==> config.mk <==
export PLATFORM = sky130hd
export DESIGN_NAME = adc_period_meter
export DESIGN_NICKNAME = d
export VERILOG_FILES = /design/src/rtl/adc_period_meter.sv
export SDC_FILE = /design/constraint.sdc
export NUM_CORES = 1
export LEC_CHECK = 0
export BUFFER_PORTS_ARGS = -buffer_cell sky130_fd_sc_hd__buf_2
export CAP_MARGIN = 20
export CORE_MARGIN = 2
export CORE_UTILIZATION = 44
export CTS_CLUSTER_DIAMETER = 200
export CTS_CLUSTER_SIZE = 24
export DETAILED_ROUTE_END_ITERATION = 8
export MAX_ROUTING_LAYER = met4
export SLEW_MARGIN = 25
export SYNTH_ARGS = -nofsm -noshare
export SYNTH_HDL_FRONTEND = slang
export SYNTH_SLANG_ARGS = --single-unit
==> constraint.sdc <==
create_clock -name sys_clk -period 7.4 [get_ports sys_clk]
set_input_delay 1.48 -clock sys_clk [delete_from_list [all_inputs] [get_ports sys_clk]]
set_output_delay 1.48 -clock sys_clk [all_outputs]
set_load 0.005 [all_outputs]
==> src/rtl/adc_period_meter.sv <==
// Squares a sampled ADC waveform with a hysteresis comparator and measures the
// sys_clk distance between rising crossings. Outputs the average of every 2^AVG_LOG2 periods.
module adc_period_meter #(
    parameter int DATA_W   = 13,
    parameter int CNT_W    = 32,
    parameter int AVG_LOG2 = 3,
    parameter int HYST     = 64,
    parameter int TIMEOUT  = 26_000_000
) (
    input  logic              sys_clk,
    input  logic              sys_rst,
    input  logic [DATA_W-1:0] i_adc_data,
    input  logic              i_adc_valid,
    input  logic [DATA_W-1:0] i_mid,
    output logic              o_level,
    output logic [CNT_W-1:0]  o_period,
    output logic              o_period_valid,
    output logic              o_timeout
);

    localparam int TH_W  = DATA_W + 1;
    localparam int ACC_W = CNT_W + AVG_LOG2;
    localparam int N_W   = AVG_LOG2 + 1;

    localparam logic [TH_W-1:0]  SAMPLE_MAX = {1'b0, {DATA_W{1'b1}}};
    localparam logic [TH_W-1:0]  HYST_C     = TH_W'(HYST);
    localparam logic [CNT_W-1:0] CYC_MAX    = {CNT_W{1'b1}};
    localparam logic [CNT_W-1:0] TIMEOUT_C  = CNT_W'(TIMEOUT);
    localparam logic [N_W-1:0]   N_FULL     = N_W'(1 << AVG_LOG2);

    localparam logic [0:0] ST_IDLE = 1'b0;
    localparam logic [0:0] ST_MEAS = 1'b1;

    logic [0:0]       r_state;
    logic             r_level;
    logic [CNT_W-1:0] r_cyc;
    logic [ACC_W-1:0] r_acc;
    logic [N_W-1:0]   r_n;
    logic [CNT_W-1:0] r_period;
    logic             r_period_valid;
    logic             r_timeout;

    logic [TH_W-1:0] w_mid_ext;
    logic [TH_W-1:0] w_sample;
    logic [TH_W-1:0] w_hi_sum;
    logic [TH_W-1:0] w_th_hi;
    logic [TH_W-1:0] w_th_lo;
    logic            w_rise;
    logic            w_fall;
    logic            w_timeout_hit;
    logic            w_close;

    // Thresholds are one bit wider than the sample so the clamps can be seen.
    assign w_mid_ext = {1'b0, i_mid};
    assign w_sample  = {1'b0, i_adc_data};
    assign w_hi_sum  = w_mid_ext + HYST_C;
    assign w_th_hi   = (w_hi_sum > SAMPLE_MAX) ? SAMPLE_MAX : w_hi_sum;
    assign w_th_lo   = (w_mid_ext > HYST_C) ? (w_mid_ext - HYST_C) : '0;

    assign w_rise        = i_adc_valid && !r_level && (w_sample >= w_th_hi);
    assign w_fall        = i_adc_valid &&  r_level && (w_sample <= w_th_lo);
    assign w_timeout_hit = (r_cyc >= TIMEOUT_C) && !w_rise;
    // n reaches full one cycle after the closing rise; level is high then, so no rise can collide.
    assign w_close       = (r_state == ST_MEAS) && (r_n == N_FULL);

    always_ff @(posedge sys_clk) begin
        if (sys_rst) begin
            r_state        <= ST_IDLE;
            r_level        <= 1'b0;
            r_cyc          <= '0;
            r_acc          <= '0;
            r_n            <= '0;
            r_period       <= '0;
            r_period_valid <= 1'b0;
            r_timeout      <= 1'b0;
        end else begin
            r_period_valid <= 1'b0;

            if (w_rise) begin
                r_level <= 1'b1;
            end else if (w_fall) begin
                r_level <= 1'b0;
            end

            // r_cyc is the cycle distance from the last rise: 0 on the event cycle, 1 the next.
            if (w_rise) begin
                r_cyc <= CNT_W'(1);
            end else if (r_cyc != CYC_MAX) begin
                r_cyc <= r_cyc + 1'b1;
            end

            case (r_state)
                ST_IDLE: begin
                    if (w_rise) begin
                        r_state <= ST_MEAS;
                        r_acc   <= '0;
                        r_n     <= '0;
                    end else if (w_timeout_hit) begin
                        r_timeout <= 1'b1;
                        r_acc     <= '0;
                        r_n       <= '0;
                    end
                end
                ST_MEAS: begin
                    if (w_rise) begin
                        r_acc <= r_acc + ACC_W'(r_cyc);
                        r_n   <= r_n + 1'b1;
                    end else if (w_close) begin
                        r_period       <= CNT_W'(r_acc >> AVG_LOG2);
                        r_period_valid <= 1'b1;
                        r_timeout      <= 1'b0;
                        r_acc          <= '0;
                        r_n            <= '0;
                    end else if (w_timeout_hit) begin
                        r_timeout <= 1'b1;
                        r_acc     <= '0;
                        r_n       <= '0;
                        r_state   <= ST_IDLE;
                    end
                end
                default: begin
                    r_state <= ST_IDLE;
                end
            endcase
        end
    end

    assign o_level        = r_level;
    assign o_period       = r_period;
    assign o_period_valid = r_period_valid;
    assign o_timeout      = r_timeout;

endmodule
Word level (Yosys, flattened, before mapping)
Index checks and enable logic that the tools add are counted.
{"block": "totals", "register_bits": 107, "input_bits": 29, "out_inout_bits": 35, "wordCells": 66}
{"block": "op_classes", "add_sub_neg": 5, "magnitude_cmp": 5, "n_eq_ne": 4, "n_mux": 27, "bitwise": 2, "reduce_logical": 14}
{"cell": "$mux W35", "count": 4}
{"cell": "$pmux W35 S2", "count": 1}
{"cell": "$add A35 B32 Y35", "count": 1}
{"cell": "$add A32 B1 Y32 const B", "count": 1}
{"cell": "$ge A32 B25 Y1 const B", "count": 1}
{"cell": "$ne A32 B32 Y1 const B", "count": 1}
{"cell": "$mux W14", "count": 2}
{"cell": "$mux W4", "count": 4}
{"cell": "$add A13 B7 Y14 const B", "count": 1}
{"cell": "$ge A13 B14 Y1", "count": 1}
{"cell": "$gt A14 B13 Y1 const B", "count": 1}
{"cell": "$le A13 B14 Y1", "count": 1}
{"cell": "$sub A13 B7 Y14 const B", "count": 1}
{"cell": "$gt A13 B7 Y1 const B", "count": 1}
{"cell": "$mux W1", "count": 13}
{"cell": "$pmux W4 S2", "count": 1}
{"cell": "$logic_and A1 B1 Y1", "count": 6}
{"cell": "$add A4 B1 Y4 const B", "count": 1}
{"cell": "$eq A4 B4 Y1 const B", "count": 1}
{"cell": "$ne A2 B2 Y1 const B", "count": 2}
{"cell": "$pmux W1 S2", "count": 2}
{"cell": "$reduce_bool A2 Y1", "count": 2}
{"cell": "$reduce_and A3 Y1", "count": 1}
{"cell": "$reduce_or A3 Y1", "count": 1}
{"cell": "other kinds (4)", "count": 6}

Logic depth before layout (Yosys ltp)
Gate-level depths: netlist (run 1).
{"block": "logic_depth", "word_depth": 11, "depth_mapped": 16, "mapped_depth_nobuf": 15}

Least setup slack after synthesis (run 1)
OpenSTA, ideal clock, no wires.
{"block": "synth_timing", "path_kind": "input port to flip-flop", "start": "input port i_mid[8]", "end": "register r_acc[33]", "setup_time_ns": 0.115, "arrival_ns": 4.179, "required_ns": 7.285, "slack_ns": 3.105, "stages": 15, "path_buffers": 3, "cell_sequence": "clkbuf_1 > nand4_1 > nor2_1 > clkbuf_1 > nor2_1 > ha_1 > a21o_1 > a21oi_1 > o2111a_1 > a211o_1 > and3_1 > buf_2 > and2_0 > a31o_1 > a31o_1"}
{"block": "synth_via", "elab_chain_len": 11, "word_cells_on_any_way": 12, "cone_classes": "add/sub (1); order compare (2); mux (6); reduce/logical (3)"}
{"element": "from (decl)", "line_no": "14", "rtl": "input logic [DATA_W-1:0] i_mid,"}
{"element": "$add A13 B7 Y14 (*)", "line_no": "56", "rtl": "assign w_hi_sum = w_mid_ext + HYST_C;"}
{"element": "$gt A14 B13 Y1", "line_no": "57", "rtl": "assign w_th_hi = (w_hi_sum > SAMPLE_MAX) ? SAMPLE_MAX : w_hi_sum;"}
{"element": "$mux W14 (*)", "line_no": "57"}
{"element": "$ge A13 B14 Y1 (*)", "line_no": "60", "rtl": "assign w_rise = i_adc_valid && !r_level && (w_sample >= w_th_hi);"}
{"element": "$logic_and A1 B1 Y1 (*)", "line_no": "60"}
{"element": "$logic_not A1 Y1", "line_no": "62", "rtl": "assign w_timeout_hit = (r_cyc >= TIMEOUT_C) && !w_rise;"}
{"element": "$logic_and A1 B1 Y1", "line_no": "62"}
{"element": "$mux W35 (2 in a row)"}
{"element": "$mux W35", "line_no": "105", "rtl": "if (w_rise) begin"}
{"element": "$pmux W35 S2 (*)", "line_no": "92", "rtl": "case (r_state)"}
{"element": "to (signal assigned)", "line_no": "106", "rtl": "r_acc <= r_acc + ACC_W'(r_cyc);"}
{"element": "to (decl)", "line_no": "37", "rtl": "logic [ACC_W-1:0] r_acc;"}
Every way passes the cells marked *; elsewhere a longest branch is shown, timed or not.
A chain may end at the register's enable or synchronous reset.

Worst setup path after layout (run 1)
{"block": "layout_timing", "start": "input port i_mid[8]", "end": "register r_period[18], in the netlist o_period[18]"}
{"block": "layout_via", "elab_chain_len": 7}
{"element": "$add A13 B7 Y14 (*)", "line_no": "56"}
{"element": "$gt A14 B13 Y1", "line_no": "57"}
{"element": "$mux W14 (*)", "line_no": "57"}
{"element": "$ge A13 B14 Y1 (*)", "line_no": "60"}
{"element": "$logic_and A1 B1 Y1 (*)", "line_no": "60"}
{"element": "$not A1 Y1 (no line) (*)"}
{"element": "$reduce_and A3 Y1 (no line) (*)"}
{"element": "to (signal assigned)", "line_no": "109", "rtl": "r_period <= CNT_W'(r_acc >> AVG_LOG2);"}
{"element": "to (decl)", "line_no": "39", "rtl": "logic [CNT_W-1:0] r_period;"}
Marks and branches as above.

==> flow_metrics.env, run 1 <==
export IMPL_fp_dieW_um=128.3
export IMPL_post_route_util_pct=49.86
export IMPL_drt_pass1_iter_count=5
export IMPL_period_needed_ns=4.636
export IMPL_clk_pin_slew_ns=0.08
export IMPL_place_hpwl_mm=13.48
export IMPL_placed_cell_area_um2=7249
export IMPL_relSlewSlack_pct=35.52
export IMPL_startpoint="i_mid[8]"
export IMPL_maxCapViolCount=0
export IMPL_synth_edff_count=0
export IMPL_clock_fmax_mhz=215.7
export IMPL_wl_mm=17.98
export IMPL_drive_gt1_share_pct=11.39
export IMPL_arrival_ns=4.84
export IMPL_ys_seq_area_share_pct=31.49
export IMPL_report_final_setup_viol=0
export IMPL_slowest_delay_ns=0.61
export IMPL_slowest_stage="a211o_1"
export IMPL_start_util_pct=44.91
export IMPL_vias_per_cell=5.678
export IMPL_ys_types=70
export IMPL_postCtsHoldBufs=0
export IMPL_cp_end_kind="flip-flop"
export IMPL_ys_async_sr_fraction_pct=0
export IMPL_rows=45
export IMPL_pwr_density_cell_nw_per_um2=157.1
export IMPL_pin_count=64
export IMPL_ir_drop_mv=0.1254
export IMPL_antenna_cells=0
export IMPL_grt_ovfl_total=0
export IMPL_synth_fp_nets=959
export IMPL_maxSlewViolCount=0
export IMPL_nets=1003
export IMPL_syn_avg_cell_area_um2=7.872
export IMPL_post_cts_resized=0
export IMPL_synth_cells=864
export IMPL_status="finished, final reports clean"
export IMPL_synth_seq_cells=107
export IMPL_numCtsBuffers=9
export IMPL_gp_congestion=0.8999
export IMPL_synth_flop_cell="dfxtp_1"
export IMPL_syn_to_final_growth_pct=11.04
export IMPL_wire_per_inst_um=16.33
export IMPL_yosysWarnings=0
export IMPL_clockBufferDepth=2
export IMPL_grt_pass1_wl_mm=29.80
export IMPL_worstPathMaxFanout=33
export IMPL_grt_max_degree=48
export IMPL_final_cell_area_um2=7552
export IMPL_p_int_w=0.0008826
export IMPL_pwr_share_seq_pct=49.1
export IMPL_critical_path_top_delay_family="simple AND/OR/NAND/NOR gates"
export IMPL_cts_sinks=107
export IMPL_grt_pass1_vias=5909
export IMPL_min_period_over_period_pct=62.65
export IMPL_vias=6252
export IMPL_worst_path_buf_inv=1
export IMPL_cts_htree_levels=3
export IMPL_drc=0
export IMPL_port_buffers=63
export IMPL_fillers=1516
export IMPL_power_switching_w=0.0003036
export IMPL_syn_cell_area_um2=6802
export IMPL_core_um2=15150
export IMPL_cts_tree="built"
export IMPL_critical_path_startpoint_type="input pin"
export IMPL_worst_pin_slew_ns=0.9672
export IMPL_hold_viol=0
export IMPL_fin_setup_tns_ns=0
export IMPL_die_h_um=128.3
export IMPL_clk_latency_ns=0.36
export IMPL_p_leak_nw=3.102
export IMPL_hold_path_class="reg2reg"
export IMPL_pwr_share_comb_pct=8.7
export IMPL_drtAntennaViolNets=0
export IMPL_antenna_found_initial=0
export IMPL_grt_setup_unrepaired="false"
export IMPL_worstSetupPathType="in2reg"
export IMPL_root_buffer="clkbuf_16"
export IMPL_reg2reg_from="r_cyc[0]"
export IMPL_clock_power_share_pct=42.2
export IMPL_switching_share_pct=25.59
export IMPL_post_cts_buffers=0
export IMPL_grtUsageTotal_pct=23.32
export IMPL_drt_iter0_markers=416
export IMPL_worstPathRequired_ns=7.60
export IMPL_die_area_um2=16470
export IMPL_finClkSkew_ns=0.01117
export IMPL_hold_start="o_period[25]"
export IMPL_crit_chain="buf_2 -> nand4_1 -> nor2_1 -> nor2_1 -> ha_1 -> a21o_1 -> a21oi_1 -> o2111a_1 -> a211o_1 -> nand2_2 -> nand2_1 -> a21oi_1"
## power groups by stage
| stage | clock network [W] | logic (W) | registers, W |
|---|---|---|---|
| finish | 0.000500 | 0.000104 | 0.000582 |
| global route | 0.000535 | 0.000118 | 0.000583 |
| global placement | 0 | 0.000103 | 0.000596 |
| floorplan | 0 | 0.0000717 | 0.000594 |
| detailed placement | 0 | 0.000103 | 0.000596 |
| CTS | 0.000511 | 0.000104 | 0.000582 |
## worst reg2reg max path, stage by stage (launching register included)
cell and delay [ns]:
dfxtp_1 0.45, ha_1 0.22, inv_1 0.06, fa_1 0.37, nor2b_1 0.22, o31ai_1 0.18, a21oi_1 0.32, o21bai_2 0.16
o21ba_2 0.30, o21ai_2 0.25, a31o_1 0.18, a21oi_1 0.05
## cell families after synthesis
logic type,share of synthesized area (%)
AND/OR/NAND/NOR,23.97
AO/OA/AOI/OAI,21.04
flip-flops,31.49
adder cells (fa/ha/maj),12.25
buffers and inverters,3.716
XOR/XNOR,7.211
multiplexers,0.3127
## state kept, by name (all words and copies together), names as in the netlist
signal / count
r_acc: 35
o_period_valid: 1
o_timeout: 1
r_cyc: 32
o_period: 32
r_n: 4
r_state: 1
o_level: 1
## per-layer routing
metal / global-route usage, % / up-vias / wire [µm]
met1: 31.47 / 2912 / 8907
li1: - / 3178 / -
met4: 6.270 / 0 / 284
met5: - / - / 0
met3: 3.784 / 17 / 882
met2: 36.39 / 145 / 7910
## metrics by stage
step | hold slack, ns | setup slack [ns] | cells | power [W]
6_report | 0.4516 | 2.764 | 1101 | 0.001186
4_1_cts | 0.4555 | 2.726 | 1101 | 0.001197
3_3_place_gp | 0.4393 | 2.125 | 1085 | 0.0006988
3_5_place_dp | 0.4449 | 2.350 | 1085 | 0.0006993
2_1_floorplan | 0.4319 | 3.105 | 864 | 0.0006657
5_1_grt | 0.4730 | 2.349 | 1101 | 0.001237
## synth_stat cells (4+ instances only)
cell type / instances / area (µm²)
xnor2_1: 27 / 236.5
nand3_1: 30 / 150.1
nand4_1: 28 / 175.2
nor4_1: 5 / 31.28
o21a_1: 6 / 45.04
nor3_1: 17 / 85.08
nand2b_1: 5 / 31.28
a211oi_1: 6 / 45.04
a31oi_1: 4 / 25.02
inv_1: 28 / 105.1
ha_1: 65 / 813.3
buf_2: 7 / 35.03
or3_1: 7 / 43.79
clkbuf_1: 27 / 101.4
a21oi_1: 93 / 465.5
and3_1: 5 / 31.28
nor2_1: 87 / 326.6
xor2_1: 29 / 254.0
dfxtp_1: 107 / 2142
o211ai_1: 5 / 37.54
a22o_1: 8 / 70.07
and2_1: 4 / 25.02
a21o_1: 13 / 97.59
o21bai_1: 4 / 30.03
o21ai_1: 4 / 20.02
nand2_1: 129 / 484.2
o21ai_0: 32 / 160.2
a22oi_1: 15 / 112.6
nor2b_1: 8 / 50.05
## final timing paths
check,cells after the start,endpoint,slack (ns)
hold reg to reg,2,o_period[25],0.45
setup / recovery,12,o_period[18],2.76
hold / removal,2,o_period[25],0.45
setup reg to reg,11,r_acc[34],4.53
## cells in the final DEF (no fill, tap or decap), types with 6 or more instances in the layout
| cell | n |
|---|---|
| a22o_1 | 8 |
| a21o_1 | 13 |
| nor2b_1 | 8 |
| xor2_1 | 29 |
| o21ai_0 | 32 |
| o21a_1 | 6 |
| clkbuf_16 | 9 |
| nand3_1 | 30 |
| nor3_1 | 17 |
| buf_2 | 63 |
| or3_1 | 7 |
| xnor2_1 | 27 |
| ha_1 | 65 |
| dfxtp_1 | 107 |
| a21oi_1 | 93 |
| a211oi_1 | 6 |
| nand2_1 | 127 |
| nor2_1 | 86 |
| a22oi_1 | 15 |
| nand4_1 | 28 |
| inv_1 | 28 |
## layout make-up
| type | instances | area (µm²) | share of cell area, % |
|---|---|---|---|
| Clock inverter | 6 | 73.82 | 0.9775 |
| Inverter | 28 | 105.1 | 1.392 |
| Tap cell | 188 | 235.2 | 3.115 |
| Clock buffer | 10 | 229.0 | 3.032 |
| Timing Repair Buffer | 68 | 352.8 | 4.672 |
| Multi-Input combinational cell | 694 | 4414 | 58.45 |
| Sequential cell | 107 | 2142 | 28.36 |
Note: power is estimated with default switching activity, not from simulation.
==> inputs of run 2 (changes only) <==
==> constraint.sdc (replaced) <==
create_clock -name sys_clk -period 4.75 [get_ports sys_clk]
set_input_delay 0.95 -clock sys_clk [delete_from_list [all_inputs] [get_ports sys_clk]]
set_output_delay 0.95 -clock sys_clk [all_outputs]
set_load 0.005 [all_outputs]
==> run 2 against run 1 <==
Clock skew down 0.0038 ns; wire length up 0.17%; global-route usage down 0.54 points; total power up 52%; highest routed layer unchanged; critical path depth unchanged; setup slack worse by 1.8 ns; utilization up 0.17 points; sequential power up 56%; critical endpoint is now r_n[0]; non-clock buffer count up 8; largest cell class unchanged; first-iteration DRC count down 21%.
==> flow_metrics.env, run 2 (synthesis gave the netlist of run 1 again) <==
export IMPL_drtAntennaViolNets=0
export IMPL_clk_pin_slew_ns=0.07
export IMPL_worstHoldPathCells=2
export IMPL_report_final_setup_viol=0
export IMPL_highest_layer="met4"
export IMPL_gp_congestion=0.9179
export IMPL_vias_per_cell=5.628
export IMPL_total_power_w=0.001805
export IMPL_postCtsHoldBufs=0
export IMPL_crit_chain="buf_2 -> nand4_1 -> nor2_1 -> nor2_1 -> ha_1 -> nand4_1 -> o2111a_1 -> a211oi_1 -> buf_4 -> nand2_1 -> nor2_2 -> mux2_2"
export IMPL_slowest_delay_ns=0.54
export IMPL_r2r_end="r_acc[34]"
export IMPL_setup_slack_ns=0.9876
export IMPL_reg2reg_slack_ns=1.90
export IMPL_vias=6236
export IMPL_worstSetupPathType="in2reg"
export IMPL_period_needed_ns=3.762
export IMPL_largest_reg_flops=35
export IMPL_whs_endpoint="o_period[10]"
export IMPL_grt_pass1_vias=5628
export IMPL_antenna_found_initial=0
export IMPL_wire_per_inst_um=16.26
export IMPL_pin_count=64
export IMPL_maxCapViolCount=0
export IMPL_ir_drop_mv=0.1729
export IMPL_fp_dieW_um=128.3
export IMPL_place_hpwl_mm=13.95
export IMPL_pwr_density_cell_nw_per_um2=238.2
export IMPL_drt_pass1_iter_count=5
export IMPL_final_common_cell="nand2_1"
export IMPL_drive_gt1_share_pct=11.96
export IMPL_status="finished, final reports clean"
export IMPL_hold_path_class="reg2reg"
export IMPL_post_cts_resized=0
export IMPL_post_cts_buffers=0
export IMPL_wl_met1_mm=8.905
export IMPL_place_ws_ns=0.6126
export IMPL_grt_ovfl_total=0
export IMPL_pwr_share_comb_pct=9.3
export IMPL_critical_path_startpoint_type="input pin"
export IMPL_cts_tree="built"
export IMPL_slowest_stage="nor2_1"
export IMPL_wl_met2_mm=8.158
export IMPL_grt_pass1_wl_mm=28.91
export IMPL_pwr_share_seq_pct=50.3
export IMPL_start_util_pct=44.91
export IMPL_nets=1011
export IMPL_clockBufferDepth=2
export IMPL_core_um2=15150
export IMPL_clk_latency_ns=0.36
export IMPL_rr_worst_depth=11
export IMPL_worstPathMaxFanout=12
export IMPL_finClkSkew_ns=0.007323
export IMPL_die_h_um=128.3
export IMPL_hold_start="o_period[10]"
export IMPL_p_int_w=0.001324
export IMPL_switching_share_pct=26.66
export IMPL_drc=0
export IMPL_clock_power_share_pct=40.5
export IMPL_die_area_um2=16470
export IMPL_clock_fmax_mhz=265.8
export IMPL_hold_viol=0
export IMPL_root_buffer="clkbuf_16"
export IMPL_p_leak_nw=3.124
export IMPL_port_buffers=63
export IMPL_fin_setup_tns_ns=0
export IMPL_grtUsageTotal_pct=22.78
export IMPL_route_met3_wl_um=593
export IMPL_maxSlewViolCount=0
export IMPL_relSlewSlack_pct=46.61
export IMPL_critical_path_top_delay_family="simple AND/OR/NAND/NOR gates"
export IMPL_layout_common_cells="129 x nand2_1, 107 x dfxtp_1, 93 x a21oi_1, 86 x nor2_1, 65 x ha_1"
export IMPL_arrival_ns=4.07
export IMPL_min_period_over_period_pct=79.21
export IMPL_worstPathRequired_ns=5.06
export IMPL_cts_sinks=107
export IMPL_antenna_cells=0
export IMPL_rows=45
export IMPL_drt_iter0_markers=329
export IMPL_grt_setup_unrepaired="false"
export IMPL_grt_max_degree=48
export IMPL_cts_htree_levels=3
export IMPL_syn_to_final_growth_pct=11.41
export IMPL_power_switching_w=0.0004813
export IMPL_top_register="r_acc"
export IMPL_cp_end_kind="flip-flop"
export IMPL_numCtsBuffers=9
export IMPL_worst_pin_slew_ns=0.7806
export IMPL_reg2reg_from="r_cyc[0]"
export IMPL_worst_path_buf_inv=2
export IMPL_wl_mm=18.01
[run 2: worst max-delay path by stage]
stage | from | end | slack, ns | cells after the start
2_1_floorplan | i_mid[8] | r_acc[33] | 0.99 | 15
3_5_place_dp | i_mid[8] | r_n[0] | 0.61 | 12
4_1_cts | i_mid[8] | r_n[0] | 0.98 | 12
3_3_place_gp | i_mid[8] | r_n[0] | 0.71 | 12
5_1_grt | i_mid[8] | r_n[0] | 0.65 | 12
6_report | i_mid[8] | r_n[0] | 0.99 | 12
[run 2: worst reg2reg max path, delay by kind of cell, from the launching register on]
family                   cells  cell delay, ns
AO/OA/AOI/OAI                7            1.48
buffers and inverters        1            0.05
AND/OR/NAND/NOR              1            0.21
flip-flops                   1            0.43
adder cells (fa/ha/maj)      2            0.58
[run 2: final cells by class]
| type | count | area [µm²] |
|---|---|---|
| timing repair buffer | 76 | 412.9 |
| clock buffer | 9 | 225.2 |
| clock inverter | 6 | 47.55 |
| tap | 188 | 235.2 |
| fill | 1510 | 7569 |
| inverter | 28 | 105.1 |
| sequential | 107 | 2142 |
| multi-input combinational | 694 | 4409 |
[run 2: power by group through the flow]
stage               Combinational, W  Clock [W]  Sequential (W)
global route                0.000188   0.000790        0.000909
detailed placement          0.000167          0        0.000928
global placement            0.000167          0        0.000929
finish                      0.000167   0.000731        0.000907
CTS                         0.000168   0.000751        0.000907
floorplan                   0.000112          0        0.000925
[run 2: metal layers]
metal | vias up | track usage, %
met1 | 2889 | 31.03
met3 | 24 | 2.661
met5 | - | -
met2 | 132 | 34.92
li1 | 3191 | -
met4 | 0 | 8.274
[run 2: metrics by stage]
| stage | util (%) | instances | hold slack [ns] | area (µm²) |
|---|---|---|---|---|
| detailed placement | 48.23 | 1093 | 0.4448 | 7305 |
| finish | 50.03 | 1108 | 0.4526 | 7577 |
| floorplan | - | 864 | 0.4319 | 6802 |
| global route | 50.03 | 1108 | 0.4721 | 7577 |
| global placement | 48.23 | 1093 | 0.4391 | 7305 |
| CTS | 50.03 | 1108 | 0.4554 | 7577 |
